## src/rtl/fft_pingpong_ram_if.sv

```systemverilog
// Sample stream bundle for the FFT ping-pong frame buffer.
// ED stalls both sides; DO_VLD qualifies DO and RDY flags word 0 of a frame (no backpressure).
interface fft_pingpong_ram_if #(
  parameter int NB = 16
);
  logic          ED;
  logic          START;
  logic          MODE;
  logic [NB-1:0] DI;
  logic [NB-1:0] DO;
  logic          DO_VLD;
  logic          RDY;

  modport master (
    output ED, START, MODE, DI,
    input  DO, DO_VLD, RDY
  );

  modport slave (
    input  ED, START, MODE, DI,
    output DO, DO_VLD, RDY
  );
endinterface

```

## src/rtl/fft_pingpong_ram.sv

```systemverilog
// Two-bank frame buffer: frames are written in natural order into one bank while the
// previous frame is read from the other in natural or bit-reversed order.
module fft_pingpong_ram #(
  parameter int NB = 16,
  parameter int AW = 6
) (
  input  logic                CLK,
  input  logic                RSTn,
  fft_pingpong_ram_if.slave   bus
);
  localparam int N = 1 << AW;
  localparam logic [AW-1:0] LAST = AW'(N - 1);

  logic [NB-1:0] mem [0:2*N-1];

  logic [AW-1:0] wcnt, rcnt, raddr, raddr_q, waddr;
  logic          wbank, wr_act, wr_en, frame_done;
  logic          rbank, rd_act, rmode;
  logic          rbank_q, vld_q, first_q;
  logic [NB-1:0] do_q;
  logic          do_vld_q, rdy_q;

  function automatic logic [AW-1:0] bitrev(input logic [AW-1:0] a);
    logic [AW-1:0] r;
    for (int i = 0; i < AW; i++) r[i] = a[AW-1-i];
    return r;
  endfunction

  always_comb begin
    wr_en      = bus.ED & (bus.START | wr_act);
    waddr      = bus.START ? '0 : wcnt;
    // A START on the last sample aborts the frame instead of completing it.
    frame_done = bus.ED & ~bus.START & wr_act & (wcnt == LAST);
    raddr      = rmode ? bitrev(rcnt) : rcnt;
  end

  always_ff @(posedge CLK) begin
    if (wr_en) mem[{wbank, waddr}] <= bus.DI;
  end

  // Write side: sample counter and bank select.
  always_ff @(posedge CLK or negedge RSTn) begin
    if (!RSTn) begin
      wcnt   <= '0;
      wbank  <= 1'b0;
      wr_act <= 1'b0;
    end else if (bus.ED) begin
      if (bus.START) begin
        wcnt   <= AW'(1);
        wr_act <= 1'b1;
      end else if (wr_act) begin
        wcnt <= wcnt + 1'b1;
        if (frame_done) wbank <= ~wbank;
      end
    end
  end

  // Read stage 0: address generation, reloaded whenever a frame completes.
  always_ff @(posedge CLK or negedge RSTn) begin
    if (!RSTn) begin
      rcnt   <= '0;
      rd_act <= 1'b0;
      rbank  <= 1'b0;
      rmode  <= 1'b0;
    end else if (bus.ED) begin
      if (frame_done) begin
        rbank  <= wbank;
        rcnt   <= '0;
        rd_act <= 1'b1;
        rmode  <= bus.MODE;
      end else if (rd_act) begin
        rcnt <= rcnt + 1'b1;
        if (rcnt == LAST) rd_act <= 1'b0;
      end
    end
  end

  // Stages 1 and 2; the bank travels with the address because rbank flips under the last word.
  always_ff @(posedge CLK or negedge RSTn) begin
    if (!RSTn) begin
      raddr_q  <= '0;
      rbank_q  <= 1'b0;
      vld_q    <= 1'b0;
      first_q  <= 1'b0;
      do_q     <= '0;
      do_vld_q <= 1'b0;
      rdy_q    <= 1'b0;
    end else if (bus.ED) begin
      raddr_q  <= raddr;
      rbank_q  <= rbank;
      vld_q    <= rd_act;
      first_q  <= rd_act & (rcnt == '0);
      do_vld_q <= vld_q;
      rdy_q    <= first_q;
      if (vld_q) do_q <= mem[{rbank_q, raddr_q}];
    end
  end

  assign bus.DO     = do_q;
  assign bus.DO_VLD = do_vld_q;
  assign bus.RDY    = rdy_q;
endmodule
```

## src/flat_wrapper.sv

```systemverilog
// flat-port wrapper written by rule: the top's interface ports become plain ports
module fft_pingpong_ram_flat 
#(
  parameter int NB = 16,
  parameter int AW = 6
)
  (CLK, RSTn, bus_ED, bus_START, bus_MODE, bus_DI, bus_DO, bus_DO_VLD, bus_RDY);
  fft_pingpong_ram_if #(.NB(NB)) bus_i ();
  input  logic CLK;
  input  logic RSTn;
  input wire logic [$bits(bus_i.ED)-1:0] bus_ED;
  input wire logic [$bits(bus_i.START)-1:0] bus_START;
  input wire logic [$bits(bus_i.MODE)-1:0] bus_MODE;
  input wire logic [$bits(bus_i.DI)-1:0] bus_DI;
  output wire logic [$bits(bus_i.DO)-1:0] bus_DO;
  output wire logic [$bits(bus_i.DO_VLD)-1:0] bus_DO_VLD;
  output wire logic [$bits(bus_i.RDY)-1:0] bus_RDY;
  assign bus_i.ED = bus_ED;
  assign bus_i.START = bus_START;
  assign bus_i.MODE = bus_MODE;
  assign bus_i.DI = bus_DI;
  assign bus_DO = bus_i.DO;
  assign bus_DO_VLD = bus_i.DO_VLD;
  assign bus_RDY = bus_i.RDY;
  fft_pingpong_ram #(.NB(NB), .AW(AW)) u_core (.CLK(CLK), .RSTn(RSTn), .bus(bus_i));
endmodule
```

## config.mk

```make
export PLATFORM = sky130hd
export DESIGN_NAME = fft_pingpong_ram_flat
export DESIGN_NICKNAME = d
export VERILOG_FILES = /design/src/rtl/fft_pingpong_ram_if.sv /design/src/rtl/fft_pingpong_ram.sv /design/src/flat_wrapper.sv
export SDC_FILE = /design/constraint.sdc
export NUM_CORES = 2
export LEC_CHECK = 0
export BUFFER_PORTS_ARGS = -buffer_cell sky130_fd_sc_hd__buf_2
export CORE_MARGIN = 3
export CORE_UTILIZATION = 63
export DETAILED_ROUTE_END_ITERATION = 7
export HOLD_SLACK_MARGIN = 0.02
export PLACE_DENSITY = 0.79
export SLEW_MARGIN = 10
export SYNTH_ARGS = -nofsm -noshare
export SYNTH_HDL_FRONTEND = slang
export SYNTH_SLANG_ARGS = --single-unit
```

## constraint.sdc

```tcl
create_clock -name CLK -period 3.63 [get_ports CLK]
set_input_delay 0.363 -clock CLK [delete_from_list [all_inputs] [get_ports CLK]]
set_output_delay 0.363 -clock CLK [all_outputs]
set_load 0.01 [all_outputs]
```

-- After elaboration in Yosys (flattened, before gate mapping)
Memory sizes are Yosys's and may differ from the RTL's. A register that Yosys moved wholly into a read port is not among the register bits.
Index checks and enable logic that the tools add are counted.
- output and inout port bits: 18
- memories kept: 1
- logic and storage cells: 47
- RAM bits: 2048
- input bits: 21
- register bits: 28
- memory list (name ; words ; width ; rd ports ; clocked after Yosys merged registers in ; write ports ; line ; source):
    u_core.mem ; 128 ; 16 ; 1 ; 1 ; 1 ; fft_pingpong_ram.sv:14 ; logic [NB-1:0] mem [0:2*N-1];
- mux-type cells: 11
- reduce and logical (&&, ||, !) cells: 10
- $add $sub $neg: 2
- eq/ne operators: 2
- bitwise gates (word level): 8
- operators with widths (kind ; number):
    6-bit 2-to-1 mux ; 6
    6-bit by 1-bit adder with 6-bit output, second input constant ; 2
    6-bit == test, second input constant ; 2
    2-bit AND reduction ; 5
    6-bit logical NOT ; 1
    1-bit bitwise AND ; 5
    1-bit 2-to-1 mux ; 5
    4-bit AND reduction ; 1
    2-bit nonzero test ; 2
    1-bit NOT ; 2
    1-bit logical NOT ; 1
    1-bit OR ; 1

-- Logic depth before layout (Yosys ltp)
- word-level depth: 6
- mapped depth: 12
- depth with buffers taken out: 6

-- Least setup slack after synthesis
Ideal clock, no wire load.
- path kind: in2reg
- from: in bus_START
- to: mem u_core.mem[83][0], enable pin
- required time: 3200 ps
- arrival time: 2647 ps
- stages on the path: 5
- buffers on the path: 1
- setup time: 430 ps
- setup slack: 553 ps
- cell sequence: clkbuf_1 o21a_1 and3_1 nand2_1 nor4_1
- word-level cells in the longest chain between the ends: 4
- elaborated cells between the ends (all ways): 5
- classes of those cells: mux: 3; bitwise: 2
- ends and longest elaborated chain (item ; line ; source):
    start, declared ; flat_wrapper.sv:12 ; input wire logic [$bits(bus_i.START)-1:0] bus_START;
    1-bit OR ; fft_pingpong_ram.sv:30 ; wr_en = bus.ED & (bus.START | wr_act);
    1-bit bitwise AND ; fft_pingpong_ram.sv:30 ;
    1-bit 2-to-1 mux ; fft_pingpong_ram.sv:38 ; if (wr_en) mem[{wbank, waddr}] <= bus.DI;
    1-bit 2-to-1 mux (not written as such) ; fft_pingpong_ram.sv:38 ;
    end, declared ; fft_pingpong_ram.sv:14 ;
Parallel ways exist; a longest one is shown, timed or not.

==> run summary <==
Total Power = 50.2 mW
Post-synth EDFFs = 2048
Boundary Pins = 39
Drt pass-1 iters = 6
Leak pwr = 29.3 nW
DP Wirelength = 134000 um
Synth warn = 0
Timing-limited maximum frequency = 283 MHz
Clk_lat worst skew = 0.86 ns
TritonCTS buffer count = 197
Mapped cell area = 81400 sq um
Row count = 131
GRT Total Usage = 0.343
CP Cell Sequence = buf_12, nor2b_2, buf_4, a22oi_1, nand3_1, nand3_1, a31oi_1, a221o_1
Tightest Pin Transition = 1.38 ns
Post-DRT Antenna Nets = 0
Final hold vios = 0
Final slew viol count = 0
Port bufs = 38
Mapped Nets = 3919
Number of synthesized register bits = 2092
Worst Skew = 0.0478 ns
Number of global-route vias before repair = 43.2k
Clock power frac = 0.406
WP depth = 8
Sequential power share = 0.531
Sw frac = 0.220
CP Class = register to register
Worst IR Drop VDD = 0.503 mV
Core ar. = 128000 sq um
Initial Utilization = 0.636
Hold WS = 0.0723 ns
Hold Crit Start = bus_DI[5]
Final-stage net count = 4259
Setup crit start kind = register
Vias per cell = 7.30
Count of cell types in the netlist = 73
P&R area growth vs syn = 12.8%
Synthesized area per cell = 20.9 sq um
Hold WC Path Type = input port to register
Clock sink count = 2092
Largest net degree at the start of global routing = 103
CTS tree = yes
CP required = 4.40 ns
Die span in y = 365 um
Sequential share of the synthesized area = 0.770
Status = finished clean
Worst R2R Setup Slack = 0.1 ns
DR DRC count = 0
CP Capture Type = register
Critical R2R Launch = u_core.raddr_q[2]
Wire per inst = 37.0 um
CP max stage delay = 0.73 ns
Bufs and invs on worst path = 2
Period utilisation layout = 0.973
Pwr Density = 547 nW/um^2
Die ar. = 133000 sq um
Net Sw Power = 11.1 mW
Setup TNS = 0 ns
Crit-path slowest cell = dfrtp_4
Worst r2r path cells = 8
Crit path time final = 3.53 ns
Vias after detailed routing = 44.3k
Fin area = 91800 sq um
Capturing point of the worst reg2reg path = u_core.bus.DO[14]
Initial antenna violation count = 20
Critical Path Fanout Max = 35
Logic pwr share = 0.063
Cell Area, Placed = 85300 sq um
First-pass GRT wire length = 320000 um
RSZ-0062 raised after global routing = false
Layout cell share with drive strength beyond 1 = 0.260
Worst Path Arrival = 4.31 ns
Clk slew on worst S/H paths = 0.06 ns
Post-Synthesis Cells = 3895
Routability cong. = 1.00
H-tree Lvls = 4
1st-iter DRT viols = 7795
Top FF cell, synth = edfxtp_1
Die width = 365 um
Worst Setup SP = u_core.raddr_q[2]
Post-CTS setup buffers = 0
Asr flop ratio synth = 0.0210
Rel. slew slack = 0.0790
Routed wire length = 225000 um
Internal power = 39.2 mW
CP delay by family, top = simple AND/OR/NAND/NOR gates
Max-cap violation count = 0
Clk root buf = clkbuf_16
Remaining global-route overflow = 0
# setup viols final = 0
CP most frequent cell = nand3_1
Critical Path End = u_core.bus.DO[14]
Clk buf depth = 3
Final core occ = 0.718
-- Yosys cell counts, types with 10 or more instances --
cell | number | share of area
buf_1 | 17 | 0.00078
dfrtp_1 | 44 | 0.014
mux2i_1 | 208 | 0.026
o22ai_1 | 40 | 0.0031
nand4_1 | 24 | 0.0018
o221ai_1 | 31 | 0.0033
a31oi_1 | 17 | 0.0013
and2_1 | 26 | 0.0020
a22oi_1 | 36 | 0.0033
edfxtp_1 | 2048 | 0.76
nand2b_1 | 13 | 0.0010
nand3_1 | 35 | 0.0022
nor2b_1 | 23 | 0.0018
a2111oi_0 | 12 | 0.0013
or3_1 | 10 | 0.00077
nor3_1 | 25 | 0.0015
mux4_2 | 433 | 0.12
buf_6 | 36 | 0.0050
clkbuf_1 | 93 | 0.0043
o21ai_0 | 64 | 0.0039
a21oi_1 | 61 | 0.0038
buf_4 | 25 | 0.0023
buf_2 | 52 | 0.0032
nand2_1 | 120 | 0.0055
a221o_1 | 10 | 0.0012
a211oi_1 | 27 | 0.0025
mux2_2 | 46 | 0.0064
nor2_1 | 174 | 0.0080
a221oi_1 | 20 | 0.0022
-- worst min path at each step --
stage                     slack (ns)  cells past startpoint                end
final                           0.07                      1  u_core.mem[73][5]
after CTS                       0.03                      1  u_core.mem[72][5]
after global routing            0.08                      1  u_core.mem[73][5]
after detailed placement        0.25                      1     u_core.bus.RDY
after global placement          0.25                      1     u_core.bus.RDY
after floorplan                 0.07                      0   u_core.bus.DO[0]
-- stage by stage --
step           setup WS [ns]  instances
2_1_floorplan          0.553       3895
3_3_place_gp          0.0398       5693
3_5_place_dp          0.0295       5693
4_1_cts                0.215       6064
5_1_grt                0.207       6065
6_report              0.0966       6072
-- placed cells by master, fill, tap and decap left out, types with 35 or more instances in the layout --
master,netlist,routed
dfrtp_1,44,39
clkbuf_16,0,199
clkinv_2,0,38
nand2_1,120,120
nand3_1,35,35
o22ai_1,40,40
buf_4,25,299
o21ai_0,64,63
nor2_1,174,173
mux2i_1,208,208
mux2_2,46,46
mux4_2,433,433
clkbuf_1,93,49
a21oi_1,61,61
edfxtp_1,2048,2048
buf_12,2,44
a22oi_1,36,36
clkinv_1,0,38
-- registers in the layout (all words and copies together) (netlist names) --
register	flops
u_core.rmode	1
u_core.bus.DO	16
u_core.first_q	1
u_core.rcnt	6
u_core.bus.RDY	1
u_core.rbank	1
u_core.wcnt	6
u_core.vld_q	1
u_core.rbank_q	1
u_core.rd_act	1
u_core.raddr_q	6
u_core.mem	2048
u_core.wr_act	1
u_core.wbank	1
u_core.bus.DO_VLD	1
-- power groups by stage --
stage                     combinational [mW]  sequential [mW]  clock (mW)
after floorplan                         1.69             27.1           0
after global placement                  2.99             27.2           0
after detailed placement                3.04             27.2           0
after CTS                               3.10             26.6        20.5
after global routing                    3.26             26.6        21.4
final                                   3.17             26.7        20.4
-- final cells by class --
type / count / area, sq um
Fill cell: 7018 / 36100
Clock buffer: 255 / 5260
Tap cell: 1662 / 2080
Timing Repair Buffer: 370 / 3290
Antenna cell: 8 / 20.0
Multi-Input combinational cell: 1566 / 17400
Sequential cell: 2092 / 62600
Clock inverter: 111 / 1110
Inverter: 8 / 32.5
-- layer usage --
| metal | track usage | vias to the layer above | part of all wire |
|---|---|---|---|
| li1 | - | 16900 | - |
| met1 | 0.466 | 22600 | 0.34 |
| met2 | 0.514 | 4001 | 0.46 |
| met3 | 0.107 | 719 | 0.14 |
| met4 | 0.167 | 10 | 0.058 |
| met5 | 0 | - | 0.00030 |
-- cells by family (layout without fill, tap and decap cells) --
family | count (synthesis) | in the layout | share of synthesized area
adders and majority gates | 3 | 3 | 0.000461
xor gates and xnor gates | 5 | 5 | 0.000538
and+or+nand+nor | 490 | 490 | 0.0281
muxes | 687 | 687 | 0.152
AOI/OAI and AO/OA | 381 | 381 | 0.0324
buffers and inverters | 237 | 744 | 0.0172
DFF | 2092 | 2092 | 0.770
other | 0 | 8 | 0
-- worst reg2reg max path: stages (launching register included) --
cell and delay (ns):
dfrtp_4 0.73, buf_12 0.33, nor2b_2 0.46, buf_4 0.44
a22oi_1 0.19, nand3_1 0.40, nand3_1 0.26, a31oi_1 0.48
a221o_1 0.18
-- timing repair --
item | CTS | global route
setup endpoints to repair | 1 | 0
hold endpoints to repair | 51 | 0
gates resized for setup | 1 | 0
hold buffers | 5 | 0
No activity file was read; power rests on OpenSTA's default activity.
